**config.mk**
```make
export PLATFORM = sky130hd
export DESIGN_NAME = cache_ctrl
export DESIGN_NICKNAME = d
export VERILOG_FILES = /design/src/rtl/cache_ctrl_pkg.sv /design/src/rtl/cache_tag_array.sv /design/src/rtl/cache_ctrl.sv
export SDC_FILE = /design/constraint.sdc
export NUM_CORES = 2
export LEC_CHECK = 0
export CORE_UTILIZATION = 50
export DETAILED_ROUTE_END_ITERATION = 12
export GPL_ROUTABILITY_DRIVEN = 0
export PLACE_DENSITY = 0.7
export SYNTH_ARGS = -nofsm -noshare
export SYNTH_HDL_FRONTEND = slang
export SYNTH_SLANG_ARGS = --single-unit
```
**constraint.sdc**
```tcl
create_clock -name clk -period 4 [get_ports clk]
set_input_delay 1 -clock clk [delete_from_list [all_inputs] [get_ports clk]]
set_output_delay 1 -clock clk [all_outputs]
set_load 0.05 [all_outputs]
```
**src/rtl/cache_ctrl_pkg.sv**
```systemverilog
// Shared types for the L1 cache sequencing controller: trace commands,
// L2 request opcodes and the controller state encoding.
package cache_ctrl_pkg;

  typedef enum logic [2:0] {
    CMD_READ       = 3'd0,
    CMD_WRITE      = 3'd1,
    CMD_I_FETCH    = 3'd2,
    CMD_L2_INVAL   = 3'd3,
    CMD_L2_DATA_RQ = 3'd4,
    CMD_CLR        = 3'd5,
    CMD_PRINT      = 3'd6,
    CMD_INVALID    = 3'd7
  } cmd_t;

  typedef enum logic {
    L2_RD_LINE = 1'b0,
    L2_WB_LINE = 1'b1
  } l2_op_t;

  typedef enum logic [2:0] {
    ST_IDLE,
    ST_LOOKUP,
    ST_WB_REQ,
    ST_FILL_REQ,
    ST_FILL_WAIT,
    ST_CLEAR,
    ST_DONE
  } state_t;

endpackage

```
**src/rtl/cache_tag_array.sv**
```systemverilog
// Direct-mapped tag/valid/dirty storage: combinational read, one write port
// with independent field enables. Only valid/dirty need a reset value.
module cache_tag_array #(
  parameter int INDEX_W = 6,
  parameter int TAG_W   = 20
) (
  input  logic               clk,
  input  logic               rst_n,
  input  logic [INDEX_W-1:0] rd_idx,
  output logic [TAG_W-1:0]   rd_tag,
  output logic               rd_valid,
  output logic               rd_dirty,
  input  logic [INDEX_W-1:0] wr_idx,
  input  logic               we_tag,
  input  logic               we_valid,
  input  logic               we_dirty,
  input  logic [TAG_W-1:0]   wr_tag,
  input  logic               wr_valid,
  input  logic               wr_dirty
);
  localparam int SETS = 1 << INDEX_W;

  logic [TAG_W-1:0] tag_q   [SETS];
  logic [TAG_W-1:0] tag_d   [SETS];
  logic             valid_q [SETS];
  logic             valid_d [SETS];
  logic             dirty_q [SETS];
  logic             dirty_d [SETS];

  generate
    for (genvar gi = 0; gi < SETS; gi++) begin : g_set
      logic sel;
      assign sel         = (wr_idx == INDEX_W'(gi));
      assign tag_d[gi]   = (sel && we_tag)   ? wr_tag   : tag_q[gi];
      assign valid_d[gi] = (sel && we_valid) ? wr_valid : valid_q[gi];
      assign dirty_d[gi] = (sel && we_dirty) ? wr_dirty : dirty_q[gi];
    end
  endgenerate

  always_ff @(posedge clk) begin
    tag_q <= tag_d;
  end

  always_ff @(posedge clk or negedge rst_n) begin
    if (!rst_n) begin
      for (int i = 0; i < SETS; i++) begin
        valid_q[i] <= 1'b0;
        dirty_q[i] <= 1'b0;
      end
    end else begin
      valid_q <= valid_d;
      dirty_q <= dirty_d;
    end
  end

  assign rd_tag   = tag_q[rd_idx];
  assign rd_valid = valid_q[rd_idx];
  assign rd_dirty = dirty_q[rd_idx];

endmodule

```
**src/rtl/cache_ctrl.sv**
```systemverilog
// L1 cache sequencing controller: one trace command at a time, tag lookup,
// L2 fill/writeback requests and saturating hit/miss statistics.
module cache_ctrl
  import cache_ctrl_pkg::*;
#(
  parameter int ADDR_W   = 32,
  parameter int OFFSET_W = 6,
  parameter int INDEX_W  = 6,
  parameter int CNT_W    = 32
) (
  input  logic              clk,
  input  logic              rst_n,
  input  logic              req_valid,
  output logic              req_ready,
  input  logic [2:0]        req_cmd,
  input  logic [ADDR_W-1:0] req_addr,
  output logic              resp_valid,
  output logic              resp_hit,
  output logic              resp_err,
  output logic              print_pulse,
  output logic              busy,
  output logic              l2_req_valid,
  input  logic              l2_req_ready,
  output logic              l2_req_op,
  output logic [ADDR_W-1:0] l2_req_addr,
  input  logic              l2_rsp_valid,
  output logic [CNT_W-1:0]  cache_read,
  output logic [CNT_W-1:0]  cache_write,
  output logic [CNT_W-1:0]  cache_hit,
  output logic [CNT_W-1:0]  cache_miss
);
  localparam int TAG_W  = ADDR_W - INDEX_W - OFFSET_W;
  localparam int LINE_W = ADDR_W - OFFSET_W;

  state_t              state_q, state_d;
  cmd_t                cmd_q, cmd_d;
  logic [LINE_W-1:0]   line_q, line_d;
  logic [INDEX_W-1:0]  clr_idx_q, clr_idx_d;
  logic [CNT_W-1:0]    rd_cnt_q, rd_cnt_d, wr_cnt_q, wr_cnt_d;
  logic [CNT_W-1:0]    hit_cnt_q, hit_cnt_d, miss_cnt_q, miss_cnt_d;
  logic                req_ready_q, req_ready_d, busy_q, busy_d;
  logic                resp_valid_q, resp_valid_d, resp_hit_q, resp_hit_d;
  logic                resp_err_q, resp_err_d, print_pulse_q, print_pulse_d;
  logic                l2_req_valid_q, l2_req_valid_d;
  l2_op_t              l2_req_op_q, l2_req_op_d;
  logic [ADDR_W-1:0]   l2_req_addr_q, l2_req_addr_d;

  logic [INDEX_W-1:0]  idx, wr_idx;
  logic [TAG_W-1:0]    req_tag, arr_tag;
  logic                arr_valid, arr_dirty, hit;
  logic                we_tag, we_valid, we_dirty, wr_valid, wr_dirty;
  logic                unused_offset;

  assign idx           = line_q[INDEX_W-1:0];
  assign req_tag       = line_q[LINE_W-1:INDEX_W];
  assign hit           = arr_valid && (arr_tag == req_tag);
  assign unused_offset = ^req_addr[OFFSET_W-1:0];

  cache_tag_array #(.INDEX_W(INDEX_W), .TAG_W(TAG_W)) u_tags (
    .clk(clk), .rst_n(rst_n),
    .rd_idx(idx), .rd_tag(arr_tag), .rd_valid(arr_valid), .rd_dirty(arr_dirty),
    .wr_idx(wr_idx), .we_tag(we_tag), .we_valid(we_valid), .we_dirty(we_dirty),
    .wr_tag(req_tag), .wr_valid(wr_valid), .wr_dirty(wr_dirty)
  );

  function automatic logic [CNT_W-1:0] sat_inc(input logic [CNT_W-1:0] v);
    return (v == {CNT_W{1'b1}}) ? v : v + 1'b1;
  endfunction

  always_comb begin
    state_d    = state_q;
    cmd_d      = cmd_q;
    line_d     = line_q;
    clr_idx_d  = clr_idx_q;
    rd_cnt_d   = rd_cnt_q;
    wr_cnt_d   = wr_cnt_q;
    hit_cnt_d  = hit_cnt_q;
    miss_cnt_d = miss_cnt_q;
    wr_idx     = idx;
    we_tag     = 1'b0;
    we_valid   = 1'b0;
    we_dirty   = 1'b0;
    wr_valid   = 1'b0;
    wr_dirty   = 1'b0;
    case (state_q)
      ST_IDLE: if (req_valid) begin
        cmd_d  = cmd_t'(req_cmd);
        line_d = req_addr[ADDR_W-1:OFFSET_W];
        case (cmd_t'(req_cmd))
          CMD_CLR: begin
            state_d    = ST_CLEAR;
            clr_idx_d  = '0;
            rd_cnt_d   = '0;
            wr_cnt_d   = '0;
            hit_cnt_d  = '0;
            miss_cnt_d = '0;
          end
          CMD_PRINT, CMD_INVALID: state_d = ST_DONE;
          default:                state_d = ST_LOOKUP;
        endcase
      end
      ST_LOOKUP: begin
        state_d = ST_DONE;
        case (cmd_q)
          CMD_READ, CMD_I_FETCH, CMD_WRITE: begin
            if (cmd_q == CMD_WRITE) wr_cnt_d = sat_inc(wr_cnt_q);
            else                    rd_cnt_d = sat_inc(rd_cnt_q);
            if (hit) begin
              hit_cnt_d = sat_inc(hit_cnt_q);
              we_dirty  = (cmd_q == CMD_WRITE);
              wr_dirty  = 1'b1;
            end else begin
              miss_cnt_d = sat_inc(miss_cnt_q);
              state_d    = (arr_valid && arr_dirty) ? ST_WB_REQ : ST_FILL_REQ;
            end
          end
          CMD_L2_INVAL: begin
            we_valid = hit;
            we_dirty = hit;
          end
          CMD_L2_DATA_RQ: if (hit && arr_dirty) state_d = ST_WB_REQ;
          default: ;
        endcase
      end
      ST_WB_REQ: if (l2_req_ready) begin
        // A snoop writeback leaves the line resident but clean.
        if (cmd_q == CMD_L2_DATA_RQ) begin
          we_dirty = 1'b1;
          state_d  = ST_DONE;
        end else begin
          state_d  = ST_FILL_REQ;
        end
      end
      ST_FILL_REQ: if (l2_req_ready) state_d = ST_FILL_WAIT;
      ST_FILL_WAIT: if (l2_rsp_valid) begin
        we_tag   = 1'b1;
        we_valid = 1'b1;
        we_dirty = 1'b1;
        wr_valid = 1'b1;
        wr_dirty = (cmd_q == CMD_WRITE);
        state_d  = ST_DONE;
      end
      ST_CLEAR: begin
        wr_idx    = clr_idx_q;
        we_valid  = 1'b1;
        we_dirty  = 1'b1;
        clr_idx_d = clr_idx_q + 1'b1;
        if (clr_idx_q == {INDEX_W{1'b1}}) state_d = ST_DONE;
      end
      ST_DONE: state_d = ST_IDLE;
      default: state_d = ST_IDLE;
    endcase

    req_ready_d    = (state_d == ST_IDLE);
    busy_d         = (state_d != ST_IDLE);
    resp_valid_d   = (state_d == ST_DONE);
    resp_hit_d     = (state_d == ST_DONE) &&
                     (((state_q == ST_LOOKUP) && hit) || (state_q == ST_WB_REQ));
    resp_err_d     = (state_q == ST_IDLE) && (state_d == ST_DONE) && (cmd_d == CMD_INVALID);
    print_pulse_d  = (state_q == ST_IDLE) && (state_d == ST_DONE) && (cmd_d == CMD_PRINT);
    l2_req_valid_d = (state_d == ST_WB_REQ) || (state_d == ST_FILL_REQ);
    l2_req_op_d    = (state_d == ST_WB_REQ) ? L2_WB_LINE : L2_RD_LINE;
    // The array is not written while a request is pending, so the address stays put.
    l2_req_addr_d  = {(state_d == ST_WB_REQ) ? arr_tag : req_tag, idx, {OFFSET_W{1'b0}}};
  end

  always_ff @(posedge clk or negedge rst_n) begin
    if (!rst_n) begin
      state_q        <= ST_IDLE;
      cmd_q          <= CMD_READ;
      line_q         <= '0;
      clr_idx_q      <= '0;
      rd_cnt_q       <= '0;
      wr_cnt_q       <= '0;
      hit_cnt_q      <= '0;
      miss_cnt_q     <= '0;
      req_ready_q    <= 1'b1;
      busy_q         <= 1'b0;
      resp_valid_q   <= 1'b0;
      resp_hit_q     <= 1'b0;
      resp_err_q     <= 1'b0;
      print_pulse_q  <= 1'b0;
      l2_req_valid_q <= 1'b0;
      l2_req_op_q    <= L2_RD_LINE;
      l2_req_addr_q  <= '0;
    end else begin
      state_q        <= state_d;
      cmd_q          <= cmd_d;
      line_q         <= line_d;
      clr_idx_q      <= clr_idx_d;
      rd_cnt_q       <= rd_cnt_d;
      wr_cnt_q       <= wr_cnt_d;
      hit_cnt_q      <= hit_cnt_d;
      miss_cnt_q     <= miss_cnt_d;
      req_ready_q    <= req_ready_d;
      busy_q         <= busy_d;
      resp_valid_q   <= resp_valid_d;
      resp_hit_q     <= resp_hit_d;
      resp_err_q     <= resp_err_d;
      print_pulse_q  <= print_pulse_d;
      l2_req_valid_q <= l2_req_valid_d;
      l2_req_op_q    <= l2_req_op_d;
      l2_req_addr_q  <= l2_req_addr_d;
    end
  end

  assign req_ready    = req_ready_q;
  assign busy         = busy_q;
  assign resp_valid   = resp_valid_q;
  assign resp_hit     = resp_hit_q;
  assign resp_err     = resp_err_q;
  assign print_pulse  = print_pulse_q;
  assign l2_req_valid = l2_req_valid_q;
  assign l2_req_op    = l2_req_op_q;
  assign l2_req_addr  = l2_req_addr_q;
  assign cache_read   = rd_cnt_q;
  assign cache_write  = wr_cnt_q;
  assign cache_hit    = hit_cnt_q;
  assign cache_miss   = miss_cnt_q;

endmodule

```
==> results.md <==
* Status: finished, violations left
* Failing checks: DRC, setup timing
* Antenna violations before repair at 8
* Endpoint class of the critical path: register
* Final Skew at between 0.04 and 0.05 ns
* # hold bufs at CTS at 0
* Antenna violation net count after detailed routing at 0
* Finished Layout Cells at between 6000 and 7000
* Crit Reg-Reg Endpoint: l2_req_addr[18]
* Layout cell share with drive strength beyond 1 at 29.2%
* Met3 wire length at ~26000 um
* Setup Viol. Count Final at 220
* FF-to-FF Start: line_q[0]
* Initial Util at about half
* Design Area, Final at 0.0819 mm2
* Synth Flop Type: edfxtp_1
* Setup ws final at -0.772 ns
* Most instantiated library cell after synthesis: edfxtp_1
* Synth area leaders: edfxtp_1 (58%), dfrtp_1 (12%), mux4_2 (9.2%), mux2i_1 (3.8%), nor2_1 (1.7%)
* I/O pin count at between 200 and 250
* Violation count after the first detailed-route iteration at approximately 6000
* WP data required at roughly 4.7 ns
* Kind of critical path: reg -> reg
* Placed Instance Area at around 0.074 mm2
* Row Count at between 100 and 150
* Final Critical Period at 4.77 ns
* Die area at between 0.1 and 0.15 mm2
* Layout Nets at 4752
* Setup WS pre-CTS at -1.19 ns
* Clk_lat worst skew at a little over 0.8 ns
* Synth Instances at around 4000
* Hold crit path type: in -> async
* Uppermost routed layer: met5
* Cell variety after synth at 87
* Final Hold Viols at 0
* Area Overhead vs Synth at 23.9%
* R2R cell count at 22
* Worst Setup SP: line_q[0]
* Vias/cell at 6.44
* PwrDens at between 700 and 800 mW/mm2
* Largest net degree at the start of global routing at 90
* Global-route wire length before repair at 286000 um
* Vias in the first global route at about 41000
* CTS root buf: clkbuf_16
* Via count at approximately 42000
* Synth Area per Inst at 16.6 um2
* Seq cells post-synth at roughly 1600
* Placed insts at roughly 6200
* Crit start category: register
* Core Region at roughly 0.13 mm2
* Worst setup endpoint: l2_req_addr[18]
* Met2 wire length at between 90000 and 100000 um
* Drt pass-1 iters at 11
* Largest area contributor in the netlist: edfxtp_1
* Crit Path Max Fanout at 7
* Ys Warns at 0
* Sequential share of the synthesized area at 70.6%
* Clock tree buffer depth at 3
* Final WL at between 200000 and 250000 um
* Die span in y at 366 um
* DP Wirelength at 120000 um
* CTS buffer count at ~160
* Static leakage at 28.8 nW
* Grt total ovfl at 0
* Post-synthesis async set-or-reset flop share at between 20% and 30%
* CTS tree: built
* Slew Viols, Final at 0
* DRC Markers at 2
* Synth top area share at between 50% and 60%
* Actual slew at the worst max-slew pin at between 1 and 1.5 ns
* Clock-pin slew on the worst setup and hold paths at around 0.070 ns
* Fmax at roughly 0.21 GHz
* Top cells by count, synth: edfxtp_1 (1280), dfrtp_1 (327), nor2_1 (298), mux4_2 (270), mux2i_1 (254)
* Wl on met1 at about 74000 um
* Maximum vdd drop at ~0.00054 V
* RSZ-0062 raised after global routing: yes
* Flop-to-flop setup slack at -0.77 ns
* Slew headroom at 13.6%
* Die width at 366 um
* IO Port Bufs at approximately 200
* CTS Sinks at about 1600
* Max_cap viols at 0
* GRT Resource Usage Total at roughly 30%
* Drt wl/cell at 30.5 um
* Number of flops mapped to enable cells by yosys at 1280
* Total power at around 63 mW
* Share of the clock period used by the worst path at 119%
* Cell area after synthesis at 0.0661 mm2
* H-tree depth at 4
* CP Data Arrival Time at approximately 5.5 ns
placed cells by master (no fill, tap or decap), types with 21 or more instances in the layout:
master           Yosys  final
edfxtp_1          1280   1280
buf_4               13    454
dfrtp_1            327    301
mux4_2             270    270
mux2i_1            254    247
nor2_1             298    230
clkdlybuf4s50_1      0    194
nand2_1            190    179
clkbuf_16            0    176
a22oi_1            106     95
o21ai_0             96     88
buf_12               1     85
a21oi_1            102     84
nand3_1             90     82
nor3_1              97     74
nor2_2               0     66
xor2_1              45     44
or3_1               44     39
buf_6               34     38
xnor2_1             47     36
a41oi_1             38     36
clkbuf_1           114     36
o32a_1              35     35
nand4_1             33     33
clkinv_1             2     30
and3_1              31     29
inv_1               27     27
a2bb2oi_1           37     25
dfrtp_2              0     24
a31oi_1             23     23
nor3_2               0     21
cells by family (layout without fill, tap and decap cells):
kind of cell	after synthesis	count (layout)	share of synthesized area, %
flops	1608	1608	70.6
simple gates	885	886	6.32
compound gates	559	559	5.93
mux	551	551	13.6
buf+inv	283	1130	2.29
xor+xnor	92	92	1.22
fa+ha+maj	5	5	0.0947
other cells	1	7	0.00567
per-layer routing:
layer / GRT usage (%) / up-vias
met5: 0 / -
met4: 13.7 / 10
met3: 8.55 / 589
met2: 45.7 / 2994
met1: 40.3 / 21600
li1: - / 17200
report_power, final:
group	internal (mW)	switching, mW	leakage [nW]
combinational	11.0	15.1	10.3
sequential	21.0	0.995	16.0
clock	8.74	6.53	2.61
timing repair:
action | CTS | global route
setup endpoints to repair | 220 | 220
pin swaps | 70 | 30
buffers inserted | 61 | 16
cloned | 18 | 3
gates resized for setup | 186 | 102
registers in the layout (all words and copies together) (netlist names), 3 cells and up:
name / cells
cache_write: 32
u_tags.dirty_q: 64
l2_req_addr: 26
cmd_q: 3
line_q: 26
cache_hit: 32
cache_read: 32
cache_miss: 32
u_tags.tag_q: 1280
u_tags.valid_q: 64
state_q: 3
clr_idx_q: 6
worst max-delay path, cell delays in order (launching register included):
cell,delay [ns]
dfrtp_4,0.51
buf_12,0.17
buf_8,0.15
buf_6,0.11
nor2b_4,0.15
buf_12,0.16
buf_12,0.16
a22oi_1,0.09
nand2_1,0.13
nand2_2,0.13
o41ai_4,0.37
buf_6,0.20
xnor2_4,0.14
a2111oi_4,0.32
buf_4,0.19
nand4_1,0.24
buf_6,0.23
nor2_4,0.10
o211ai_2,0.11
a211oi_4,0.29
buf_12,0.15
buf_16,0.16
mux2_4,0.31
final cells by class:
| class | count | area (um2) |
|---|---|---|
| diodes | 1 | 2.50 |
| clock buffers | 219 | 4590 |
| fillers | 9041 | 49400 |
| repair buffers | 804 | 8260 |
| inverters | 31 | 121 |
| clock inverters | 76 | 782 |
| flip-flops and latches | 1608 | 46700 |
| multi-input cells | 2099 | 19200 |
| well taps | 1755 | 2200 |
worst min path at each step:
stage,startpoint,to,slack (ns)
6_report,rst_n,cache_hit[10],0.20
5_1_grt,rst_n,cache_hit[10],0.27
4_1_cts,rst_n,cache_hit[10],0.23
3_5_place_dp,u_tags.dirty_q[17],u_tags.dirty_q[17],0.48
3_3_place_gp,u_tags.dirty_q[57],u_tags.dirty_q[57],0.47
2_1_floorplan,line_q[4],l2_req_addr[10],0.35
stage by stage:
| step | util, % | setup TNS, ns | hold WS [ns] |
|---|---|---|---|
| after floorplan | - | 0 | 0.352 |
| after global placement | 56.4 | -190.56 | 0.474 |
| after detailed placement | 56.4 | -207.46 | 0.485 |
| after CTS | 61.9 | -90.52 | 0.226 |
| after global routing | 62.4 | -128.57 | 0.266 |
| final | 62.4 | -124.63 | 0.200 |
No activity file was read; power rests on OpenSTA's default activity.
